### src/rtl/mult_seq_ctrl.sv
// Sequential shift-and-add unsigned multiplier with valid/ready handshakes on both sides.
// Optional build macro ZERO_SKIP_EN enables early termination on zero operands and leading-zero multiplier bits.
module mult_seq_ctrl #(
  parameter int W = 8
) (
  input  logic           clk,
  input  logic           rst_n,
  input  logic           in_valid,
  output logic           in_ready,
  input  logic [W-1:0]   x,
  input  logic [W-1:0]   y,
  output logic           out_valid,
  input  logic           out_ready,
  output logic [2*W-1:0] product,
  output logic           busy
);

  localparam int KW = (W > 1) ? $clog2(W) : 1;
  localparam logic [KW-1:0] K_LAST = KW'(W - 1);

  typedef enum logic [1:0] {IDLE, RUN, DONE} state_t;

  state_t         state;
  logic [W-1:0]   x_r;
  logic [W-1:0]   y_r;
  logic [2*W-1:0] acc;
  logic [KW-1:0]  k;
  logic           idle_r;

  logic [2*W-1:0] pp_row;
  logic           last_bit;
  logic           zero_op;

  assign pp_row = {{W{1'b0}}, x_r} << k;

`ifdef ZERO_SKIP_EN
  // Stop once no set bits remain above the one being processed.
  assign last_bit = (k == K_LAST) || (((y_r >> k) >> 1) == '0);
  assign zero_op  = (x == '0) || (y == '0);
`else
  assign last_bit = (k == K_LAST);
  assign zero_op  = 1'b0;
`endif

  // Gated by rst_n so in_ready reads low while reset is held and high right after release.
  assign in_ready = idle_r & rst_n;
  assign product  = acc;

  always_ff @(posedge clk or negedge rst_n) begin
    if (!rst_n) begin
      state     <= IDLE;
      x_r       <= '0;
      y_r       <= '0;
      acc       <= '0;
      k         <= '0;
      idle_r    <= 1'b1;
      out_valid <= 1'b0;
      busy      <= 1'b0;
    end else begin
      case (state)
        IDLE: begin
          if (in_valid) begin
            x_r    <= x;
            y_r    <= y;
            acc    <= '0;
            k      <= '0;
            idle_r <= 1'b0;
            busy   <= 1'b1;
            if (zero_op) begin
              state     <= DONE;
              out_valid <= 1'b1;
            end else begin
              state <= RUN;
            end
          end
        end
        RUN: begin
          // Accumulator enable follows the multiplier bit so zero rows never toggle acc.
          if (y_r[k]) acc <= acc + pp_row;
          k <= k + 1'b1;
          if (last_bit) begin
            state     <= DONE;
            out_valid <= 1'b1;
          end
        end
        DONE: begin
          if (out_ready) begin
            state     <= IDLE;
            out_valid <= 1'b0;
            busy      <= 1'b0;
            idle_r    <= 1'b1;
          end
        end
        default: begin
          state     <= IDLE;
          out_valid <= 1'b0;
          busy      <= 1'b0;
          idle_r    <= 1'b1;
        end
      endcase
    end
  end

endmodule

### config.mk
export PLATFORM = sky130hd
export DESIGN_NAME = mult_seq_ctrl
export DESIGN_NICKNAME = d
export VERILOG_FILES = /design/src/rtl/mult_seq_ctrl.sv
export SDC_FILE = /design/constraint.sdc
export NUM_CORES = 1
export LEC_CHECK = 0
export ABC_AREA = 1
export CORE_ASPECT_RATIO = 0.9
export CORE_MARGIN = 5
export CORE_UTILIZATION = 35
export DETAILED_ROUTE_END_ITERATION = 7
export PLACE_DENSITY = 0.53
export SYNTH_ARGS = -nofsm -noshare
export SYNTH_HDL_FRONTEND = slang
export SYNTH_SLANG_ARGS = --single-unit
### constraint.sdc
create_clock -name clk -period 6.8 [get_ports clk]
set_input_delay 1.02 -clock clk [delete_from_list [all_inputs] [get_ports clk]]
set_output_delay 1.02 -clock clk [all_outputs]
set_load 0.01 [all_outputs]
# [After elaboration in Yosys (flattened, before gate mapping)]
# Cells that the tools add are included.
[op_classes] shift=1 n_eq_ne=7 n_bitwise=3 order_cmp=1 add_sub_neg=2 multipliers=0 div=0 reduce_logical=8 mux=19
[op_table] operator="two-way mux 16 bit" n=2
[op_table] operator="one-hot mux 16 bit (2 select lines)" n=1
[op_table] operator="adder 16 bit" n=1
[op_table] operator="<< shifter 8 x 3 -> 16 bit" n=1
[op_table] operator="AND reduction 3 bit" n=4
[op_table] operator="one-hot mux 1 bit (3 select lines)" n=3
[op_table] operator="inequality test 2 bit, second input constant" n=4
[op_table] operator="two-way mux 1 bit" n=6
[op_table] operator="two-way mux 2 bit" n=3
[op_table] operator="one-hot mux 2 bit (3 select lines)" n=1
[op_table] operator="one-hot mux 3 bit (2 select lines)" n=1
[op_table] operator="less-than comparator 3 x 4 -> 1 bit, second input constant" n=1
[op_table] operator="AND reduction 2 bit" n=2
[op_table] operator="adder 3 x 1 -> 3 bit, second input constant" n=1
[op_table] operator="binary-select mux 1 bit (select 3 bit)" n=1
[op_table] operator="== test 3 bit, second input constant" n=1
[op_table] operator="two-way mux 3 bit" n=1
[op_table] operator="== test 2 x 1 -> 1 bit, second input constant" n=1
[op_table] operator="== test 2 bit, second input constant" n=1
[op_table] operator="logical NOT 2 bit" n=1
[op_table] operator="NOT 1 bit" n=2
[op_table] operator="nonzero test 2 bit" n=1
[op_table] operator="AND 1 bit" n=1
[totals] latchBits=0 reg_bits=40 mem_count=0 ramBits=0 romBits=0 output_inout_bits=19 wordCells=49

# [Longest topological paths before layout]
# Gate-level depths: netlist of the first run.
[logic_depth] ltp_word=4 depth_mapped=18

# [Worst setup path before layout of the first run]
# No wires, ideal clock.
[synth_timing] path_kind="flip-flop to flip-flop" from="register k[1]" to="register acc[13] (netlist: product[13])" path_stages_with_launch=15 path_slack_ns=4.500 required_ns=6.683 setup_time_ns=0.117 t_arrival_ns=2.182 cell_sequence="dfrtp_1 inv_1 clkbuf_1 nor2_1 a31oi_1 mux2i_1 ha_1 nand2_1 inv_1 a21oi_1 inv_1 a21oi_1 nand3_1 nand3_1 nand2_1"
[synth_via] elab_chain_cells=4
[synth_rtl] element="start, declared" line="27" rtl="logic [KW-1:0] k;"
[synth_rtl] element="start signal, assigned" line="80" rtl="k <= k + 1'b1;"
[synth_rtl] element="<< shifter 8 x 3 -> 16 bit / binary-select mux 1 bit (select 3 bit) (equally long branches)" line="34, 79"
[synth_rtl] element="adder 16 bit / two-way mux 1 bit (equally long branches)" line="79" rtl="if (y_r[k]) acc <= acc + pp_row;"
[synth_rtl] element="two-way mux 16 bit / inequality test 2 bit (equally long branches)"
[synth_rtl] element="one-hot mux 16 bit (2 select lines) / AND reduction 3 bit (equally long branches)"
[synth_rtl] element="end signal, assigned" line="79"
[synth_rtl] element="end, declared" line="26" rtl="logic [2*W-1:0] acc;"
# Several ways; a longest one is shown, not always the timed one. The select of a mux whose other input is x is not followed.
# A chain may end at the register's enable or synchronous reset.

# [Worst setup path in the final report of the first run]
[layout_timing] from="input rst_n" to="output in_ready"
[layout_via] elab_chain_cells=1
[layout_rtl] element="start, declared" line="7" rtl="input logic rst_n,"
[layout_rtl] element="AND 1 bit" line="46" rtl="assign in_ready = idle_r & rst_n;"
[layout_rtl] element="end, declared" line="9" rtl="output logic in_ready,"
# No other way between the ends.

==> results.ini, run 1 <==
[power_and_ir_drop]
power.density_nw_per_um2=507
max-vdd-ir-drop_mv=0.221
cellLeakagePower_uw=0.00172

[synth]
syn-num-nets=434
yosysTopAreaCellShare_pct=35.5
synth.avg_cell_area_um2=6.95
synth_area_leaders=dfrtp_1 (35%), nand2_1 (21%), ha_1 (7.7%)
synth_xor_area_share_pct=0.318
synth_seq_cells=40
synth_flop_cell=dfrtp_1
synth_simple_gate_area_share_pct=34.3
synth_compound_area_share_pct=10.9
synth_edf_count=0
synth_top_family_by_area=simple AND/OR/NAND/NOR gates
synth_top_area_cell=dfrtp_1
synth_common_cells=nand2_1 (151), inv_1 (41), dfrtp_1 (39)
yosysMostFrequentCell=nand2_1
async_flop_share_pct=100
syn_inst=396
synthAdderAreaFrac_pct=8.45
synth_area_um2=2750
synth.area.mux_share_pct=1.09
synth.distinct_cells=30
yosysWarnings=0
seq_area_frac_synth_pct=36.4

[cells_and_area]
antenna_cells=0
layout-drive-gt1-share_pct=5.54
seq_area_um2=1000
area_growth_syn_to_layout_pct=20.2
nNetsFinal=470
fillCellCount=827
finish.utilization_pct=43.4
multiInputGateArea_um2=1510

[die]
num_rows=30
dieArea_um2=9740
core_um2=7620
start_util_pct=36.1
die_w_um=103
die_h_um=94.1
io_pins=39

[critical_path]
r2r_cells=13
crit_type=in -> out
cp_max_fo=41
crit_arrival_ns=2.25
r2r_start=k[0]$_DFFE_PN0P_
cp-end-kind=output pin
r2r_slack_ns=3.94
critPathLaunchType=input pin
reg2reg_to=product[13]$_DFFE_PN0P_
crit_required_ns=5.78

[grt]
grt_max_degree=42
overflow=0
grt_pass1_vias=2440
grt_pass1_wl_um=11600
grt_util_all_layers_pct=14.9
antenna_found_initial=0

[placement]
place_ws_ns=3.48
gp_congestion=0.846
dp_hpwl_um=5200
numPortBuffers=38

[clock_network]
clk_pin_slew_worst_paths_ns=0.09
cts_made_buffers=5
clockRootBuffer=clkbuf_8
post_cts_buffers=0
tritoncts=yes
numClockSinks=40
cts_hold_buf=0
ctsResizeCount=0
clock_latency_ns=0.29
cts_buffer_depth=2
cts_max_level=2

[timing]
period_share_pct=48.1
setup_viol_count_final=0
finalHoldViolCount=0
fin_skew_ns=0.00685
rsz0062_at_grt=no
slew_headroom_pct=58.3
maxSlewViolCount=0
fin_ws_ns=3.53
tightest_slew_ns=0.624
tns_ns=0
fin_crit_ns=3.27
fmaxAchievable_ghz=0.306

[worst_hold_path]
min_path_cells=2
worstHoldEndpoint=idle_r$_DFFE_PN1P_
min_from=idle_r$_DFFE_PN1P_
min_path_type=reg -> reg

[detailed_routing]
drtAntennaViolNets=0
viasPerCell=4.88
initialDrtViolationCount=112
drc_errors=0
finalWirelength_um=6750
routedWlPerCell_um=12.8
vias=2580
dr.pass1.iters=4

[flow_run]
drv_cap=0

[run_status]
status=complete, no violations

## worst max-delay path, stage by stage
cell,delay (ns)
buf_2,0.07
buf_4,0.44
nand2_1,0.10
inv_1,0.07
clkdlybuf4s50_1,0.52
## placed cells by master (no fill, tap or decap), types with 4 or more instances in the layout
cell type / netlist / routed
a21oi_1: 17 / 17
clkbuf_8: 0 / 5
clkdlybuf4s50_1: 0 / 37
dfrtp_1: 39 / 39
ha_1: 17 / 17
inv_1: 41 / 41
nand2_1: 151 / 151
nand3_1: 32 / 32
nand3b_1: 4 / 4
nand4_1: 5 / 5
nor2_1: 18 / 18
o21ai_0: 34 / 34
## cells by family (layout without fill, tap and decap cells)
family	Yosys count	in the layout
simple gates	222	222
compound gates	57	57
buf+inv	55	92
flops	40	40
fa+ha+maj	18	18
mux	3	3
xor+xnor	1	1
## metrics by stage
stage	cells	area [um^2]	hold WS [ns]	total power, uW
after floorplan	396	2750	0.444	1210
after global placement	521	3200	0.453	1470
after detailed placement	521	3200	0.456	1490
after CTS	529	3310	0.470	1700
after global routing	529	3310	0.490	1870
final	529	3310	0.467	1680
## flip-flops by register name, indices dropped and copies added (netlist names)
| register | flops |
|---|---|
| product | 16 |
| x_r | 8 |
| y_r | 8 |
| k | 3 |
| state | 2 |
| busy | 1 |
| idle_r | 1 |
| out_valid | 1 |
## report_power, final
group | total, uW | internal [uW] | switching, uW
Sequential | 443 | 342 | 101
Combinational | 1030 | 394 | 640
Clock | 201 | 109 | 92.1
Total | 1680 | 845 | 833
## cell type report
type,instances,area share (%)
Clock inverter,3,1.29
Timing Repair Buffer,40,11.8
Inverter,44,5.14
Clock buffer,5,2.08
Sequential cell,40,30.3
Multi-Input combinational cell,301,45.8
Tap cell,96,3.63
## worst max-delay path by stage
stage | startpoint | to | cells after the start
global route | rst_n | in_ready | 5
finish | rst_n | in_ready | 5
detailed placement | rst_n | in_ready | 5
CTS | rst_n | in_ready | 5
floorplan | k[1]$_DFFE_PN0P_ | product[13]$_DFFE_PN0P_ | 14
global placement | rst_n | in_ready | 5
## metal layers
layer	routed length, um	up-vias	share of wire [%]	track usage (%)
met2	2940	38	44	22.0
met3	238	2	3.5	2.52
met5	0	-	0	0
met4	29	0	0.43	2.70
li1	-	1356	-	-
met1	3540	1184	52	22.6
(Power assumes the default switching activity.)
==> run 2: changes to the inputs <==
- clock period: 6.8 -> 3.1 ns (I/O delays scaled with it)
==> results.ini, run 2 (synthesis results as in run 1) <==
[flow_run]
drv_cap=0

[placement]
dp_hpwl_um=5370
numPlacedInstances=523
numPortBuffers=38
place_area_um2=3210
gp_congestion=0.934
place_ws_ns=0.231

[clock_network]
cts_hold_buf=0
cts_made_buffers=5
post_cts_buffers=0
cts_max_level=2
numClockSinks=40
clk_pin_slew_worst_paths_ns=0.09
clockRootBuffer=clkbuf_8
cts_buffer_depth=2
ctsResizeCount=0
tritoncts=yes
clock_latency_ns=0.30

[critical_path]
worst-path-buf-inv=2
cpPeakStageDelay_ns=0.57
crit_arrival_ns=2.93
r2r_slack_ns=0.37
crit_path_cell_trace=mux2i_1 > nor2_1 > a31oi_1 > mux2i_1 > ha_1 > nand2_1 > inv_1 > a21oi_1 > inv_1 > a21oi_1 > nand3_1 > nand3_1 > nand2_1
crit_slowest_cell=dfrtp_2
crit_required_ns=3.30
critPathLaunchType=flop
crit_start=k[0]$_DFFE_PN0P_
r2r_start=k[0]$_DFFE_PN0P_
cp-end-kind=flop
crit_type=reg -> reg
cp_max_fo=17
path_delay_family=compound AO/OA/AOI/OAI gates

[timing]
slew_headroom_pct=58.5
tightest_slew_ns=0.622
fmaxAchievable_ghz=0.366
rsz0062_at_grt=no
fin_skew_ns=0.00672
tns_ns=0
fin_crit_ns=2.73
finalHoldViolCount=0
fin_ws_ns=0.370
maxSlewViolCount=0
period_share_pct=88.1
setup_viol_count_final=0

[grt]
antenna_found_initial=0
grt_util_all_layers_pct=15.9
grt_max_degree=41
overflow=0
grt_pass1_wl_um=12300
grt_pass1_vias=2538

[die]
num_rows=30
start_util_pct=36.1
die_h_um=94.1
die_w_um=103
core_um2=7620
dieArea_um2=9740
io_pins=39

[power_and_ir_drop]
cellLeakagePower_uw=0.00173
power.density_nw_per_um2=1120
max-vdd-ir-drop_mv=0.414

[detailed_routing]
drc_errors=0
vias=2562
dr.pass1.iters=4
finalWirelength_um=7030
viasPerCell=4.82
routedWlPerCell_um=13.2
drtAntennaViolNets=0
initialDrtViolationCount=136

[cells_and_area]
fillCellCount=796
nNetsFinal=472
final_area_um2=3330
antenna_cells=0
largest_reg_flops=16
final_common_cell=nand2_1
layout.cells.non_filler=531
area_growth_syn_to_layout_pct=20.9
layout_common_cells=nand2_1 (151), inv_1 (41), dfrtp_1 (38), clkdlybuf4s50_1 (37), o21ai_0 (34)
layout-drive-gt1-share_pct=6.21

[run_status]
status=complete, no violations

[worst_hold_path]
min_path_type=in -> async

## run 2: final cells by class
cell class	count	area, um^2	share of cell area, %
timing repair buffer	42	405	12.2
clock buffer	5	68.8	2.07
clock inverter	3	46.3	1.39
sequential	40	1000	30.2
inverter	44	170	5.11
tap	96	120	3.61
multi-input combinational	301	1510	45.5
## run 2: path summary, 6_finish.rpt
path | end | depth (start not counted)
min reg2reg | idle_r$_DFFE_PN1P_ | 2
max in group asynchronous | k[0]$_DFFE_PN0P_ | 2
max reg2reg | product[13]$_DFFE_PN0P_ | 13
min in group clk | idle_r$_DFFE_PN1P_ | 2
max | product[13]$_DFFE_PN0P_ | 13
min | x_r[0]$_DFFE_PN0P_ | 2
## run 2: stage by stage
stage	total power (uW)	util, %	hold WS, ns
after global routing	4180	43.7	0.346
after global placement	3290	42.2	0.454
final	3730	43.7	0.282
after floorplan	2660	-	0.169
after detailed placement	3300	42.2	0.458
after CTS	3770	43.7	0.323
## run 2: report_power, final
group          internal [uW]  leakage, uW  switching [uW]
logic                    880      0.00118            1440
registers                753     0.000501             198
clock network            243    0.0000548             217
total                   1880      0.00173            1860
## run 2: metal layers
metal  up-vias  wire, um  global-route usage (%)
met3         2       378                    2.82
met2        51      3000                    23.7
met5         -         0                       0
met1      1155      3620                    23.3
met4         0        30                    3.88
li1       1354         -                       -
